--- config.mk ---
export PLATFORM = sky130hd
export DESIGN_NAME = demux_1to4_sched
export DESIGN_NICKNAME = d
export VERILOG_FILES = /design/src/rtl/demux_1to4_sched.sv
export SDC_FILE = /design/constraint.sdc
export NUM_CORES = 1
export LEC_CHECK = 0
export ABC_AREA = 1
export CAP_MARGIN = 0
export CORE_MARGIN = 3
export CORE_UTILIZATION = 30
export DETAILED_ROUTE_END_ITERATION = 10
export HOLD_SLACK_MARGIN = 0.15
export PLACE_DENSITY = 0.69
export SKIP_LAST_GASP = 1
export SYNTH_ARGS = -nofsm -noshare
export SYNTH_HDL_FRONTEND = slang
export SYNTH_SLANG_ARGS = --single-unit
--- constraint.sdc ---
create_clock -name clk -period 2.7 [get_ports clk]
set_input_delay 0.54 -clock clk [delete_from_list [all_inputs] [get_ports clk]]
set_output_delay 0.54 -clock clk [all_outputs]
set_load 0.03 [all_outputs]
--- src/rtl/demux_1to4_sched.sv ---
// One-entry holding-register scheduler that routes a valid/ready stream to four lanes,
// either round-robin or to a fixed lane.
module demux_1to4_sched #(
  parameter int unsigned width = 4
) (
  input  logic             clk,
  input  logic             rst_n,
  input  logic [width-1:0] i,
  input  logic             i_valid,
  output logic             i_ready,
  input  logic             mode,
  input  logic [1:0]       fix_sel,
  output logic [width-1:0] o0,
  output logic [width-1:0] o1,
  output logic [width-1:0] o2,
  output logic [width-1:0] o3,
  output logic [3:0]       o_valid,
  input  logic [3:0]       o_ready,
  output logic [1:0]       sel
);

  localparam int unsigned LANES   = 4;
  localparam int unsigned SEL_W   = 2;

  typedef enum logic {
    EMPTY = 1'b0,
    HOLD  = 1'b1
  } state_t;

  state_t               state_q, state_d;
  logic [width-1:0]     data_q,  data_d;
  logic [SEL_W-1:0]     sel_q,   sel_d;
  logic [SEL_W-1:0]     rr_ptr_q, rr_ptr_d;

  logic                 full;
  logic                 in_fire;
  logic                 out_fire;

  // Handshake: a draining beat frees the holding register in the same cycle.
  always_comb begin
    full     = (state_q == HOLD);
    out_fire = full & o_ready[sel_q];
    i_ready  = ~full | out_fire;
    in_fire  = i_valid & i_ready;
  end

  // Next-state: capture overrides drain so a back-to-back beat replaces the old one.
  always_comb begin
    state_d  = state_q;
    data_d   = data_q;
    sel_d    = sel_q;
    rr_ptr_d = rr_ptr_q;
    if (in_fire) begin
      state_d = HOLD;
      data_d  = i;
      sel_d   = mode ? fix_sel : rr_ptr_q;
      if (!mode) begin
        rr_ptr_d = rr_ptr_q + SEL_W'(1);
      end
    end else if (out_fire) begin
      state_d = EMPTY;
    end
  end

  always_ff @(posedge clk or negedge rst_n) begin
    if (!rst_n) begin
      state_q  <= EMPTY;
      data_q   <= '0;
      sel_q    <= '0;
      rr_ptr_q <= '0;
    end else begin
      state_q  <= state_d;
      data_q   <= data_d;
      sel_q    <= sel_d;
      rr_ptr_q <= rr_ptr_d;
    end
  end

  // Lane drive is decoded straight from held state; idle lanes read zero.
  always_comb begin
    o_valid = full ? LANES'(4'b0001 << sel_q) : '0;
    o0      = o_valid[0] ? data_q : '0;
    o1      = o_valid[1] ? data_q : '0;
    o2      = o_valid[2] ? data_q : '0;
    o3      = o_valid[3] ? data_q : '0;
    sel     = sel_q;
  end

endmodule

==> results.md, run 1 <==
- Initial Utilization: 34.3%
- Post-Syn Nets: 98
- CTS Buffer Depth: 2
- Final core occ: 59.4%
- Final Hold Viols: 0
- Die X: 49.2 µm
- Worst Skew: 0.00559 ns
- Synth Area in Adders: 0%
- Initial antenna violation count: 0
- FF-to-FF End: sel[0]
- Vias: 637
- Ant. Diodes: 0
- Clk slew on worst S/H paths: 0.06 ns
- Final WL: 1.42 mm
- CP Class: flop to output port
- Register-to-Register Path Depth: 9
- CTS sink count: 9
- Critical Path RT: 2.16 ns
- Worst-skew pair later-pin latency: 0.26 ns
- Crit path arrival time: 1.95 ns
- Fin crit share: 92.3%
- Yosys cell types: 14
- Tmin final: 2.49 ns
- F_max: 0.401 GHz
- Root Buffer: clkbuf_4
- First-pass GRT wire length: 2.24 mm
- Share of layout cells above drive strength 1: 7.32%
- Status: finished clean
- HP Start: rr_ptr_q[1]
- DR vias/cell: 4.33
- GP Congestion: 0.719
- Met3 Resource Use GR: 4.28%
- Cts bufs inserted: 3
- Clk pwr share: 9.7%
- RSZ-0062 raised after global routing: no
- FF-to-FF Start: sel[0]
- Min-Delay Path Depth: 2
- Psw: 534 µW
- Area contributors post-synth: dfrtp_1 40%, nand2_1 16%, nor2_1 11%, inv_1 8.7%, nand3_2 5.4%
- Final hold slack: 0.468 ns
- Post-synthesis sequential area ratio: 40.3%
- Switching Share: 50.5%
- Rows: 14
- Die area: 0.00242 mm²
- Area share of and/or/nand/nor cells after synthesis: 43.4%
- I/O Buffers: 36
- Mux cell area share after synthesis: 0%
- Avg WL per Cell: 9.67 µm
- Post-DP HPWL: 1.17 mm
- Tot GR Track Use: 11.8%
- Pin count of the biggest net entering global routing: 11
- Cells after synthesis: 84
- Register bit total from synthesis: 9
- Layer with the highest usage: met2
- TritonCTS clock tree: done
- Post-route ant nets: 0
- CP Max Fanout: 7
- Drc violations: 0
- P_leak: 0.000462 µW
- Setup TNS: 0 ns
- Met1 global-route usage: 14.9%
- CP Capture Type: output port
- FILL cells: 165
- Largest family of logic cells by synthesized area: simple AND/OR/NAND/NOR gates
- Post-synthesis xor/xnor area fraction: 0%
- Mapped Area: 559 µm²
- Worst-margin pin slew: 0.414 ns
- Mean area per synthesized cell: 6.66 µm²
- Setup bufs post-CTS: 0
- Crit start category: flop
- Final setup fails: 0
- Number of global-route vias before repair: 532
- Hold WC Path Type: flop to flop
- TritonRoute pass-1 iters: 4
- # H-tree levels: 1
- Area leader, netlist: dfrtp_1
- Top-area cell type share of the netlist area: 40.3%
- Internal Power: 523 µW
- Power per cell area: 1090 mW/mm²
- DRT iter0 DRCs: 14
- GRT overflow: 0
- Post-synthesis compound-gate area fraction: 3.58%
- Io pins: 37
- Flop-to-flop setup slack: 1.32 ns
- Max-Cap Viols: 0
- Maximum vdd drop: 0.000512 V
- Sequential share of power: 23.6%
- Synth warnings: 0
- Combinational power share: 66.6%
- Final nets: 138
- Hold Path End: rr_ptr_q[1]
- Slew HR: 72.3%
- Final Slew Violations: 0
- M2 GR Usage: 16.7%
- Area Overhead vs Synth: 72.9%
- Die height: 49.2 µm
- Core area: 0.00163 mm²
## cell usage after synthesis
cell type / n
inv_2: 1
nor2_1: 17
buf_4: 1
dfrtp_1: 9
nand3_1: 4
nor3_1: 4
a21oi_1: 1
nand2_2: 1
nand2_1: 24
nand4_1: 2
nand3_2: 3
o21ai_0: 3
inv_1: 13
buf_6: 1
## logic make-up after synthesis
| family | Yosys count |
|---|---|
| flops | 9 |
| buf+inv | 16 |
| compound gates | 4 |
| simple gates | 55 |
## routing by layer
metal / wire (µm) / up-vias
met3: 172 / 2
met1: 663 / 262
met2: 570 / 37
li1: - / 336
met4: 15 / 0
met5: 0 / -
## flip-flops by register name (all words and copies together) (netlist names)
signal	count
data_q	4
full	1
rr_ptr_q	2
sel	2
## worst max-delay path by stage
stage                           from      end  slack, ns  depth (start not counted)
final                         sel[0]    o1[3]       0.21                          5
after detailed placement  o_ready[3]  i_ready       0.23                          6
after global routing          sel[1]    o2[3]       0.02                          5
after global placement    o_ready[1]  i_ready       0.22                          6
after CTS                     sel[0]    o1[3]       0.17                          5
after floorplan               sel[0]    o3[0]       0.08                          4
## power groups by stage
stage	sequential, µW	clock (µW)	combinational (µW)
after floorplan	271	0	434
after global placement	252	0	705
after CTS	251	107	712
final	250	103	704
after detailed placement	253	0	709
after global routing	261	112	766
## stage by stage
stage | setup slack (ns) | power, µW | cells | instance area [µm²]
final | 0.207 | 1060 | 147 | 967
after global routing | 0.0171 | 1140 | 147 | 967
after CTS | 0.166 | 1070 | 147 | 965
after detailed placement | 0.232 | 962 | 143 | 938
after global placement | 0.218 | 956 | 143 | 938
after floorplan | 0.0815 | 705 | 84 | 559
## critical path, stage by stage, from the launching register on
cell             delay, ns
dfrtp_1               0.47
inv_2                 0.08
nor3_1                0.24
inv_1                 0.12
nor2_1                0.11
clkdlybuf4s50_1       0.68
## layout make-up
class | instances | area, µm² | share of cell area, %
Clock buffer | 4 | 26.3 | 2.72
Timing Repair Buffer | 37 | 370 | 38.3
Sequential cell | 9 | 225 | 23.3
Tap cell | 24 | 30.0 | 3.10
Inverter | 14 | 52.6 | 5.43
Multi-Input combinational cell | 59 | 263 | 27.2
## repair_timing
action / CTS / global route
hold buffers: 0 / 0
setup endpoints to repair: 0 / 1
gates resized for setup: 0 / 1
## placed cells by master (no fill, tap or decap), drive strengths merged
| cell type | synthesis | final |
|---|---|---|
| clkdlybuf4s50 | 0 | 35 |
| nand2 | 25 | 25 |
| nor2 | 17 | 17 |
| inv | 14 | 14 |
| dfrtp | 9 | 9 |
| nand3 | 7 | 7 |
| nor3 | 4 | 4 |
| clkbuf | 0 | 4 |
| o21ai | 3 | 3 |
| nand4 | 2 | 2 |
| a21oi | 1 | 1 |
| dlymetal6s2s | 0 | 1 |
| buf | 2 | 1 |
(Power assumes the default switching activity.)
==> run 2: changes to the inputs <==
- ABC_AREA: 1 -> 0
- GPL_TIMING_DRIVEN: unset -> 0
- PLACE_DENSITY: 0.69 -> unset
==> results.md, run 2 <==
- Status: finished clean
- Io pins: 37 (unchanged)
- Share of layout cells above drive strength 1: 13.5% (+6.2 points)
- CP Class: flop to output port
- Final Hold Viols: 0 (unchanged)
- Tot GR Track Use: 14.3% (+2.5 points)
- Die X: 54.6 µm (+11%)
- Critical Path RT: 2.16 ns (about the same)
- Crit start category: flop
- Biggest register: data_q
- Slew HR: 71.8% (-0.58 points)
- Rows: 16 (+2)
- Switching Share: 48.9% (-1.7 points)
- RSZ-0062 raised after global routing: yes
- Mapped Area: 708 µm² (+27%)
- Worst-skew pair later-pin latency: 0.26 ns (about the same)
- Area leader, netlist: dfrtp_1
- Pin count of the biggest net entering global routing: 11 (unchanged)
- Top-area cell type share of the netlist area: 31.8% (-8.5 points)
- Sequential share of power: 22.6% (-1.0 points)
- DRT iter0 DRCs: 12 (-2)
- Max reg flops: 4 (unchanged)
- Top FF cell, synth: dfrtp_1
- Worst Skew: 0.00968 ns (+0.00409 ns)
- Power per cell area: 1100 mW/mm² (+0.93%)
- Ant. Diodes: 0 (unchanged)
- GRT overflow: 0 (unchanged)
- Fin crit share: 94.8% (+2.5 points)
- Combinational power share: 68.9% (+2.3 points)
- Avg WL per Cell: 14.3 µm (+47%)
- CP Max Fanout: 10 (+3)
- Post-synthesis sequential area ratio: 31.8% (-8.5 points)
- Core area: 0.00210 mm² (+29%)
- Synth cell count leaders: 15 x and2_1, 9 x dfrtp_1, 6 x mux2_4
- Final core occ: 54.5% (-4.9 points)
- Hold WC Path Type: primary input to asynchronous set/reset pin
- Async SR Flop Fraction: 100% (unchanged)
- Area Overhead vs Synth: 61.7%
- Final hold slack: 0.574 ns (+0.106 ns)
- Final setup fails: 0 (unchanged)
- GP Congestion: 0.806 (+12%)
- # H-tree levels: 1 (unchanged)
- Hold_buf cts: 0 (unchanged)
- Area contributors post-synth: dfrtp_1 32%, and2_1 13%, mux2_4 13%, o2111ai_1 4.9%, and3_1 4.4%
- CP Capture Type: output port
- Post-Syn Nets: 85 (-13%)
- Peak per-stage delay on the critical path: 0.67 ns (about the same)
- DR vias/cell: 5.14 (+19%)
- Most frequent cell after synthesis: and2_1
- TritonRoute pass-1 iters: 5 (+1)
- Yosys cell types: 25 (+11)
- Clk slew on worst S/H paths: 0.07 ns (about the same)
- Number of global-route vias before repair: 674 (+27%)
- Mean area per synthesized cell: 9.97 µm² (+50%)
- Final WL: 1.97 mm (+38%)
- Max-Cap Viols: 0 (unchanged)
- First-pass GRT wire length: 3.11 mm (+38%)
- Cts bufs inserted: 3 (unchanged)
- Commonest cells after routing, fill and taps aside: 31 x clkdlybuf4s50_1, 15 x and2_1, 9 x dfrtp_1
- F_max: 0.391 GHz (-2.6%)
- TritonCTS clock tree: done
- Crit path arrival time: 2.02 ns (+0.07 ns)
- Final Slew Violations: 0 (unchanged)
- CP max-delay cell: clkdlybuf4s50_1
- Die area: 0.00298 mm² (+23%)
- Initial Utilization: 33.7% (-0.64 points)
- Most common cell after layout, fill and taps aside: clkdlybuf4s50_1
- EDFF count, synth: 0 (unchanged)
- CTS Buffer Depth: 2 (unchanged)
- Psw: 617 µW (+16%)
- Register bit total from synthesis: 9 (unchanged)
- I/O Buffers: 36 (unchanged)
- Maximum vdd drop: 0.000601 V (+17%)
- CTS sink count: 9 (unchanged)
- Internal Power: 646 µW (+23%)
- Vias: 709 (+11%)
- Initial antenna violation count: 0 (unchanged)
- Cells after synthesis: 71 (-15%)
- Die height: 54.6 µm (+11%)
- Post-DP HPWL: 1.54 mm (+31%)
- Worst-margin pin slew: 0.422 ns (+0.00871 ns)
- Post-route ant nets: 0 (unchanged)
- Root Buffer: clkbuf_4
- Drc violations: 0 (unchanged)
- Clk pwr share: 8.6% (-1.1 points)
- Synth warnings: 0 (unchanged)
- Worst-path cell chain: buf_2 -> and3_1 -> and2_1 -> clkdlybuf4s50_1
- P_leak: 0.000533 µW (+15%)
- Final nets: 126 (-8.7%)
- Tmin final: 2.56 ns (+0.0668 ns)
run 2: cell count changes after synthesis, sizes merged, moves of 7 or more:
| cell | delta |
|---|---|
| nand2 | -23 |
| nor2 | -14 |
| inv | -13 |
| and2 | +15 |
| mux2 | +7 |
run 2: repair_timing:
item / in CTS / in global routing
setup buffers: 0 / 0
endpoints found under the setup margin: 1 / 9
resized for setup: 1 / 7
run 2: routing by layer:
metal,vias to the layer above,GRT usage [%],wire length (µm)
met2,17,21.5,923
li1,350,-,-
met3,2,1.63,82
met5,-,0,0
met4,0,6.22,18
met1,340,20.3,943
run 2: final timing paths:
kind,start,depth (start not counted),to,slack (ns)
setup / recovery,sel[1],4,o3[2],0.14
hold / removal,rst_n,1,rr_ptr_q[1],0.57
setup reg to reg,sel[0],3,data_q[0],1.09
hold reg to reg,data_q[2],1,data_q[2],0.57
max in group asynchronous,rst_n,1,data_q[1],1.82
min in group clk,data_q[2],1,data_q[2],0.57
run 2: power by group through the flow:
stage          sequential (µW)  combinational, µW  clock [µW]
4_1_cts                    285                871         112
3_5_place_dp               286                873           0
2_1_floorplan              288                540           0
5_1_grt                    304                929         117
6_report                   285                869         108
3_3_place_gp               285                875           0
run 2: stage by stage:
step	area [µm²]	worst slack (ns)	total power, µW	cells	TNS, ns
3_3_place_gp	1100	-0.0443	1160	134	-0.0443
4_1_cts	1130	0.00930	1270	138	0
3_5_place_dp	1100	-0.0142	1160	134	-0.0142
2_1_floorplan	708	0.413	828	71	0
6_report	1140	0.140	1260	138	0
5_1_grt	1140	-0.00526	1350	138	-0.00526
run 2: area by class of cell:
type	instances	area, µm²
Fill cell	191	957
Multi-Input combinational cell	60	482
Sequential cell	9	225
Buffer	1	5.00
Timing Repair Buffer	36	369
Clock buffer	4	26.3
Tap cell	27	33.8
Inverter	1	3.75
run 2: kinds of logic (layout without fill, tap and decap cells):
group	count (synthesis)	after routing	share of synthesized area, %
AND/OR/NAND/NOR	37	37	31.1
AO/OA/AOI/OAI	13	13	17.3
multiplexers	10	10	18.6
flip-flops	9	9	31.8
buffers and inverters	2	42	1.24
run 2: worst max-delay path, delay by kind of cell, from the launching register on:
family	cells	cell delay, ns
DFF	1	0.45
and+or+nand+nor	2	0.40
buffers and inverters	2	0.92
==> run 3: changes to the inputs <==
- CAP_MARGIN: 0 -> 25
==> results of run 3 <==
Final layout, timing and power as in run 2 (identical DEF).
